**config.mk**
```make
export PLATFORM = sky130hd
export DESIGN_NAME = clk_ratio_detector
export DESIGN_NICKNAME = d
export VERILOG_FILES = /design/src/rtl/clk_ratio_detector.sv
export SDC_FILE = /design/constraint.sdc
export NUM_CORES = 1
export LEC_CHECK = 0
export ABC_AREA = 1
export CORE_ASPECT_RATIO = 1.75
export CORE_MARGIN = 2
export CORE_UTILIZATION = 30
export DETAILED_ROUTE_END_ITERATION = 8
export MAX_ROUTING_LAYER = met4
export SYNTH_ARGS = -nofsm -noshare
export SYNTH_HDL_FRONTEND = slang
export SYNTH_SLANG_ARGS = --single-unit
```
**constraint.sdc**
```tcl
create_clock -name clk -period 2.95 [get_ports clk]
set_input_delay 0.59 -clock clk [delete_from_list [all_inputs] [get_ports clk]]
set_output_delay 0.59 -clock clk [all_outputs]
set_load 0.02 [all_outputs]
```
**src/rtl/clk_ratio_detector.sv**
```systemverilog
// rtl/clk_ratio_detector.sv - measures fast edges per slow period and decodes the programming code
// Optional feature macro: CMP_EXPECTED_EN (adds prog_exp input and mismatch output).
module clk_ratio_detector #(
  parameter int LOCK_CNT = 2,
  parameter int TIMEOUT  = 300
) (
  input  logic       clk,
  input  logic       rst,
  input  logic       fast_in,
  input  logic       slow_in,
  output logic [2:0] prog_det,
  output logic       locked,
  output logic [8:0] period,
  output logic       meas_valid,
  output logic       err,
  output logic       timeout
`ifdef CMP_EXPECTED_EN
  ,
  input  logic [2:0] prog_exp,
  output logic       mismatch
`endif
);

  localparam logic [2:0] LOCK_N = 3'(LOCK_CNT);
  localparam logic [8:0] TO_N   = 9'(TIMEOUT);

  typedef enum logic [1:0] {
    IDLE = 2'd0,
    MEAS = 2'd1
  } state_t;

  state_t     state;
  logic [2:0] fast_sync;
  logic [2:0] slow_sync;
  logic       fast_rise;
  logic       slow_rise;
  logic [8:0] cnt;
  logic [8:0] measured;
  logic       legal;
  logic [2:0] cand;
  logic [2:0] prev_code;
  logic [2:0] match;
  logic [2:0] match_next;

  // Two synchroniser flops plus one history flop per asynchronous input.
  always_ff @(posedge clk or posedge rst) begin
    if (rst) begin
      fast_sync <= 3'b000;
      slow_sync <= 3'b000;
    end else begin
      fast_sync <= {fast_sync[1:0], fast_in};
      slow_sync <= {slow_sync[1:0], slow_in};
    end
  end

  assign fast_rise = fast_sync[1] & ~fast_sync[2];
  assign slow_rise = slow_sync[1] & ~slow_sync[2];

  // A fast edge coinciding with the closing slow edge belongs to this window.
  assign measured = cnt + {8'd0, fast_rise};

  // Decode the measured count; only exact powers of two from 2 to 256 are legal.
  always_comb begin
    legal = 1'b1;
    cand  = 3'd0;
    case (measured)
      9'd2:    cand = 3'd0;
      9'd4:    cand = 3'd1;
      9'd8:    cand = 3'd2;
      9'd16:   cand = 3'd3;
      9'd32:   cand = 3'd4;
      9'd64:   cand = 3'd5;
      9'd128:  cand = 3'd6;
      9'd256:  cand = 3'd7;
      default: legal = 1'b0;
    endcase
  end

  // Next value of the consecutive-match counter, saturating at the lock threshold.
  always_comb begin
    match_next = 3'd1;
    if (cand == prev_code) begin
      if (match >= LOCK_N) begin
        match_next = LOCK_N;
      end else begin
        match_next = match + 3'd1;
      end
    end
  end

  // Measurement FSM; evaluation happens in the cycle of the closing slow edge.
  always_ff @(posedge clk or posedge rst) begin
    if (rst) begin
      state      <= IDLE;
      cnt        <= 9'd0;
      prog_det   <= 3'd0;
      locked     <= 1'b0;
      period     <= 9'd0;
      meas_valid <= 1'b0;
      err        <= 1'b0;
      timeout    <= 1'b0;
      prev_code  <= 3'd0;
      match      <= 3'd0;
    end else begin
      meas_valid <= 1'b0;
      err        <= 1'b0;
      timeout    <= 1'b0;
      case (state)
        IDLE: begin
          // The opening slow edge starts a window; a coincident fast edge is not counted.
          if (slow_rise) begin
            cnt   <= 9'd0;
            state <= MEAS;
          end
        end
        MEAS: begin
          if (slow_rise) begin
            period     <= measured;
            meas_valid <= 1'b1;
            cnt        <= 9'd0;
            if (legal) begin
              prev_code <= cand;
              match     <= match_next;
              if (match_next == LOCK_N) begin
                locked   <= 1'b1;
                prog_det <= cand;
              end else begin
                locked <= 1'b0;
              end
            end else begin
              err    <= 1'b1;
              locked <= 1'b0;
              match  <= 3'd0;
            end
          end else if (cnt == TO_N) begin
            // Slow clock has stalled: abandon the window and wait for a fresh edge.
            timeout <= 1'b1;
            locked  <= 1'b0;
            match   <= 3'd0;
            cnt     <= 9'd0;
            state   <= IDLE;
          end else if (fast_rise) begin
            cnt <= cnt + 9'd1;
          end
        end
        default: begin
          state <= IDLE;
          cnt   <= 9'd0;
        end
      endcase
    end
  end

`ifdef CMP_EXPECTED_EN
  // Flag a locked code that disagrees with the generator's reported code.
  always_ff @(posedge clk or posedge rst) begin
    if (rst) begin
      mismatch <= 1'b0;
    end else begin
      mismatch <= locked & (prog_det != prog_exp);
    end
  end
`endif

endmodule

```
==> impl_metrics.yaml, run 1 <==
yosys:
  synth_flop_cell: "dfrtp_1"
  synthTopCellsByArea: "dfrtp_1 (44%), nand2_1 (16%), inv_1 (6.5%), o21ai_0 (5.1%), nor2_1 (4.6%)"
  postSynthCellCount: 293
  ys_seq_area_share_pct: 44.4
  postSynthAreaPerCell_um2: 7.31
  synth_seq_cells: 38
  synth_edf_count: 0
  synth_cell_type_count: 28
  syn-cell-area_um2: 2140
  synth_top_cell_by_area: "dfrtp_1"
  ys_warn_count: 0
  syn_nets: 303
  async_reset_ff_share_pct: 100
  yosysTopAreaCellShare_pct: 44.4
die:
  fp.dieArea_um2: 7850
  die_w_um: 67.9
  placementRows: 40
  core-area_um2: 6910
  io_pins: 20
  die_h_um: 116
  start_util_pct: 31.0
cells_and_area:
  nFillCells: 735
  drive_above_1_share_pct: 11.6
  area_growth_pct: 23.8
  postLayoutCoreUtil_pct: 38.4
  finalNetCount: 329
  antennaDiodeCount: 0
routing:
  detail-route-antenna-nets: 0
  routed_wl_mm: 4.99
  viasPerCell: 4.76
  wl_per_cell_um: 12.4
  drtIter0Drc: 44
  drc: 0
  first_pass_iters: 4
  via_count: 1922
clock_network:
  cts.sinks: 38
  ctsRootBufferMaster: "clkbuf_16"
  cts_hold_repair.buffers: 0
  insertion_delay_ns: 0.28
  clockBufferDepth: 2
  path_clk_slew_ns: 0.06
  cts_tree: "built"
  numCtsBuffers: 5
  htreeDepth: 2
global_route:
  grt.total_usage_pct: 14.6
  grt_pass1_vias: 1937
  grt_max_degree: 39
  grt-ovfl-total: 0
  antenna_found_initial: 0
  grt_pass1_wl_mm: 8.37
sta:
  setup_viol: 0
  maxSlewHeadroom_pct: 65.7
  worst_slew_pin_slew_ns: 0.509
  finalCritPeriodShare_pct: 91.2
  setup_tns_ns: 0
  hold_viol: 0
  clock_skew_ns: 0.00682
  grt_setup_unrepaired: "no"
  fin_crit_ns: 2.69
  slew_violations: 0
  fmax_ghz: 0.372
worst_setup_path:
  cp_cell_sequence: "nor2_1, ha_1, ha_4, nand2_1, inv_1, nand2_1, nand2_1, nand3_2, nor2_1, nand3_1, nand2_1, inv_1, nand2_1, nand2_1, nand2_1, nand2_1, nor2_4, nand3_2, nand2_1, nand2_1"
  r2r_slack_ns: 0.26
  worst_ep_arrival_time_ns: 2.86
  crit_path_start_kind: "flop"
  cp_slowest_cell: "dfrtp_1"
  critical_path_required_ns: 3.12
  crit_type: "reg -> reg"
  cp-end-kind: "flop"
  path_max_fanout: 7
  crit_path_max_incr_delay_ns: 0.38
  crit_top_cell: "nand2_1"
placed_design:
  io_buffer_count: 19
  hpwl_mm: 3.94
  place.gp.congestion: 0.890
pwr:
  total_leakage_power_uw: 0.00135
  peakVddDrop_v: 0.000275
  power_density_nw_per_um2: 670
  power_uw: 1780
status:
  outcome: "finished, final reports clean"
run:
  cap_violations: 0
worst_hold_path:
  hold_class: "reg -> reg"
flip-flops by register name (all words and copies together), names as in the netlist, 3 cells and up:
signal,cells
cnt,9
period,9
fast_sync,3
match,3
prev_code,3
prog_det,3
slow_sync,3
critical path: cells and delay by family, from the launching register on:
family                     cells  cell delay (ns)
and+or+nand+nor               16             1.60
adders and majority gates      2             0.44
DFF                            1             0.38
buffers and inverters          2             0.14
repair_timing:
action                     in CTS  in global routing
gates resized for setup         0                  3
buffers inserted                0                  0
setup endpoints to repair       0                  4
synth_stat cells, drive strengths merged (2+ instances only):
master,count
a21oi,4
a31oi,3
buf,2
dfrtp,38
ha,6
inv,42
nand2,97
nand3,22
nand4,6
nor2,34
nor3,4
o21ai,25
or2,2
placed cells by master (no fill, tap or decap):
master	synthesis	final
nand2_1	91	91
dfrtp_1	38	38
inv_1	37	37
nor2_1	26	25
o21ai_0	22	22
nand3_1	19	19
clkdlybuf4s50_1	0	19
nor2_2	6	7
nand2_2	6	6
nand4_1	6	6
inv_2	5	5
ha_1	6	5
clkbuf_16	0	5
nor3_1	4	4
a21oi_1	4	4
nand3_2	3	3
o21ai_1	3	3
a31oi_1	3	3
buf_4	1	3
nor2_4	2	2
or2_2	2	2
bufinv_16	0	2
clkinv_1	1	1
o21bai_1	1	1
nand3b_1	1	1
nor4_1	1	1
and2_1	1	1
and3_1	1	1
o21a_1	1	1
ha_4	0	1
clkinv_4	0	1
cells by family (layout without fill, tap and decap cells):
kind of cell               Yosys count  after routing  share of synthesized area (%)
DFF                                 38             38                           44.4
buffers and inverters               46             73                           8.30
adders and majority gates            6              6                           3.51
AOI/OAI and AO/OA                   34             34                           8.36
and+or+nand+nor                    169            169                           35.4
final cells by class:
type                    count  area, µm²  area share [%]
multi-input cells         209       1030            38.7
repair buffers             22        213            8.02
inverters                  43        161            6.09
clock inverters             3       68.8            2.60
clock buffers               5        125            4.72
flip-flops and latches     38        951            35.9
well taps                  84        105            3.96
final timing paths:
kind / startpoint / cells past startpoint / to
setup / recovery: fast_sync[2]$_DFF_PP0_ / 20 / prog_det[1]$_DFFE_PP0P_
hold / removal: slow_sync[0]$_DFF_PP0_ / 0 / slow_sync[1]$_DFF_PP0_
setup reg to reg: fast_sync[2]$_DFF_PP0_ / 20 / prog_det[1]$_DFFE_PP0P_
hold reg to reg: slow_sync[0]$_DFF_PP0_ / 0 / slow_sync[1]$_DFF_PP0_
max in group asynchronous: rst / 3 / prev_code[0]$_DFFE_PP0P_
min in group asynchronous: rst / 3 / timeout$_DFF_PP0_
metrics by stage:
step | setup slack (ns) | instance area [µm²] | hold WS (ns) | cells
after floorplan | 0.594 | 2140 | 0.331 | 293
after global placement | 0.265 | 2440 | 0.336 | 396
after detailed placement | 0.186 | 2440 | 0.336 | 396
after CTS | 0.152 | 2640 | 0.350 | 404
after global routing | 0.0152 | 2650 | 0.357 | 404
final | 0.259 | 2650 | 0.348 | 404
where the power goes:
group,switching (µW),internal (µW),leakage [µW]
Combinational,282,164,0.000753
Sequential,54.5,577,0.000502
Clock,213,486,0.0000940
Total,550,1230,0.00135
routing by layer:
metal	global-route usage [%]	vias up	routed length, µm
met2	28.0	29	2900
met4	7.20	0	146
met1	13.1	897	1840
li1	-	984	-
met3	2.62	12	104
met5	-	-	0
Note: power is estimated with default switching activity, not from simulation.
==> run 2: changes to the inputs <==
Settings changed: CAP_MARGIN set to 20, SETUP_SLACK_MARGIN set to 0.15.
==> impl_metrics.yaml, run 2 (synthesis gave the netlist of run 1 again) <==
worst_setup_path:
  cp-end-kind: "flop"
  crit_path_start_kind: "flop"
  critical_path_required_ns: 3.17
  r2r_cells: 20
  r2r_slack_ns: 0.29
  worst_ep_arrival_time_ns: 2.88
  path_max_fanout: 6
  crit_type: "reg -> reg"
clock_network:
  cts_tree: "built"
  insertion_delay_ns: 0.28
  cts.sinks: 38
  clockBufferDepth: 2
  numCtsBuffers: 5
  path_clk_slew_ns: 0.06
  ctsRootBufferMaster: "clkbuf_16"
  htreeDepth: 2
  cts_hold_repair.buffers: 0
global_route:
  grt-ovfl-total: 0
  grt_pass1_vias: 1937
  grt.total_usage_pct: 14.6
  grt_pass1_wl_mm: 8.37
  grt_max_degree: 39
  antenna_found_initial: 0
sta:
  fmax_ghz: 0.377
  grt_setup_unrepaired: "yes"
  worst_slew_pin_slew_ns: 0.509
  clock_skew_ns: 0.00653
  setup_tns_ns: 0
  setup_viol: 0
  fin_ws_ns: 0.294
  fin_crit_ns: 2.66
  hold_viol: 0
  finalCritPeriodShare_pct: 90.0
  maxSlewHeadroom_pct: 65.7
  slew_violations: 0
cells_and_area:
  area_growth_pct: 26.1
  reg.largest.list: "cnt (9), period (9)"
  layout_common_cells: "nand2_1 (90), dfrtp_1 (38), inv_1 (37)"
  nFillCells: 731
  finalNetCount: 332
  antennaDiodeCount: 0
  drive_above_1_share_pct: 14.9
  final_common_cell: "nand2_1"
routing:
  wl_per_cell_um: 12.5
  drtIter0Drc: 45
  drc: 0
  first_pass_iters: 4
  via_count: 1919
  routed_wl_mm: 5.08
  detail-route-antenna-nets: 0
  viasPerCell: 4.71
placed_design:
  io_buffer_count: 19
  place.gp.congestion: 0.890
  place_ws_ns: 0.186
  hpwl_mm: 3.94
pwr:
  total_leakage_power_uw: 0.00136
  power_density_nw_per_um2: 676
  peakVddDrop_v: 0.000276
die:
  io_pins: 20
  start_util_pct: 31.0
  fp.dieArea_um2: 7850
  core-area_um2: 6910
  placementRows: 40
  die_w_um: 67.9
  die_h_um: 116
worst_hold_path:
  hold_class: "reg -> reg"
  holdPathStages: 0
status:
  outcome: "finished, final reports clean"
run:
  cap_violations: 0
==> run 2: changes by cell type in the layout (fill, tap and decap cells not counted), moves of 2 or more <==
cell and change:
nor2_1 -4, nand3_2 +2, buf_4 +3, nand3_1 -2, nor2_2 +4
==> run 2: cell type report <==
cell class                 instances  area [µm²]  share of cell area [%]
clock buffer                       5         125                    4.64
clock inverter                     3        68.8                    2.55
inverter                          43         161                    5.98
multi-input combinational        209        1050                    39.0
sequential                        38         951                    35.2
tap                               84         105                    3.89
timing repair buffer              25         235                    8.72
==> run 2: worst paths after layout <==
path,startpoint,to
worst max-delay path,fast_sync[2]$_DFF_PP0_,match[2]$_DFFE_PP0P_
worst min-delay path,slow_sync[0]$_DFF_PP0_,slow_sync[1]$_DFF_PP0_
worst max register to register,fast_sync[2]$_DFF_PP0_,match[2]$_DFFE_PP0P_
worst min register to register,slow_sync[0]$_DFF_PP0_,slow_sync[1]$_DFF_PP0_
max in group asynchronous,rst,period[6]$_DFFE_PP0P_
min in group asynchronous,rst,timeout$_DFF_PP0_
==> run 2: layer usage <==
metal	routed length (µm)	part of all wire, %	track usage, %
met2	2950	58	28.0
met5	0	0	-
met3	99	1.9	2.62
met4	135	2.7	7.20
met1	1900	37	13.1
==> run 2: repair_timing <==
action,4_1_cts,5_1_grt
buffers inserted,0,3
resized for setup,0,11
setup endpoints to repair,0,8
==> run 2: power breakdown <==
part,switching [µW],internal [µW]
Clock,219,486
Combinational,294,194
Sequential,54.9,577
Total,568,1260
==> run 2: stage by stage <==
stage,power (µW),utilization (%),std cells,instance area [µm²],hold slack (ns)
after floorplan,950,-,293,2140,0.331
after global placement,1070,35.4,396,2440,0.336
after detailed placement,1070,35.4,396,2440,0.336
after CTS,1780,38.2,404,2640,0.350
after global routing,1920,39.1,407,2700,0.357
final,1820,39.1,407,2700,0.348
==> run 2: worst max-delay path, stage by stage, from the launching register on <==
cell     delay (ns)
dfrtp_1        0.38
nor2_2         0.13
ha_2           0.22
ha_4           0.17
nand2_1        0.07
inv_1          0.09
nand2_1        0.05
nand2_1        0.13
nand3_2        0.13
inv_2          0.11
nand3_1        0.13
nand2_1        0.11
inv_1          0.05
nand2_1        0.10
nand2_1        0.06
nand2_1        0.06
nand2_1        0.09
nor2_4         0.18
buf_4          0.14
nand4_1        0.09
nand2_1        0.08
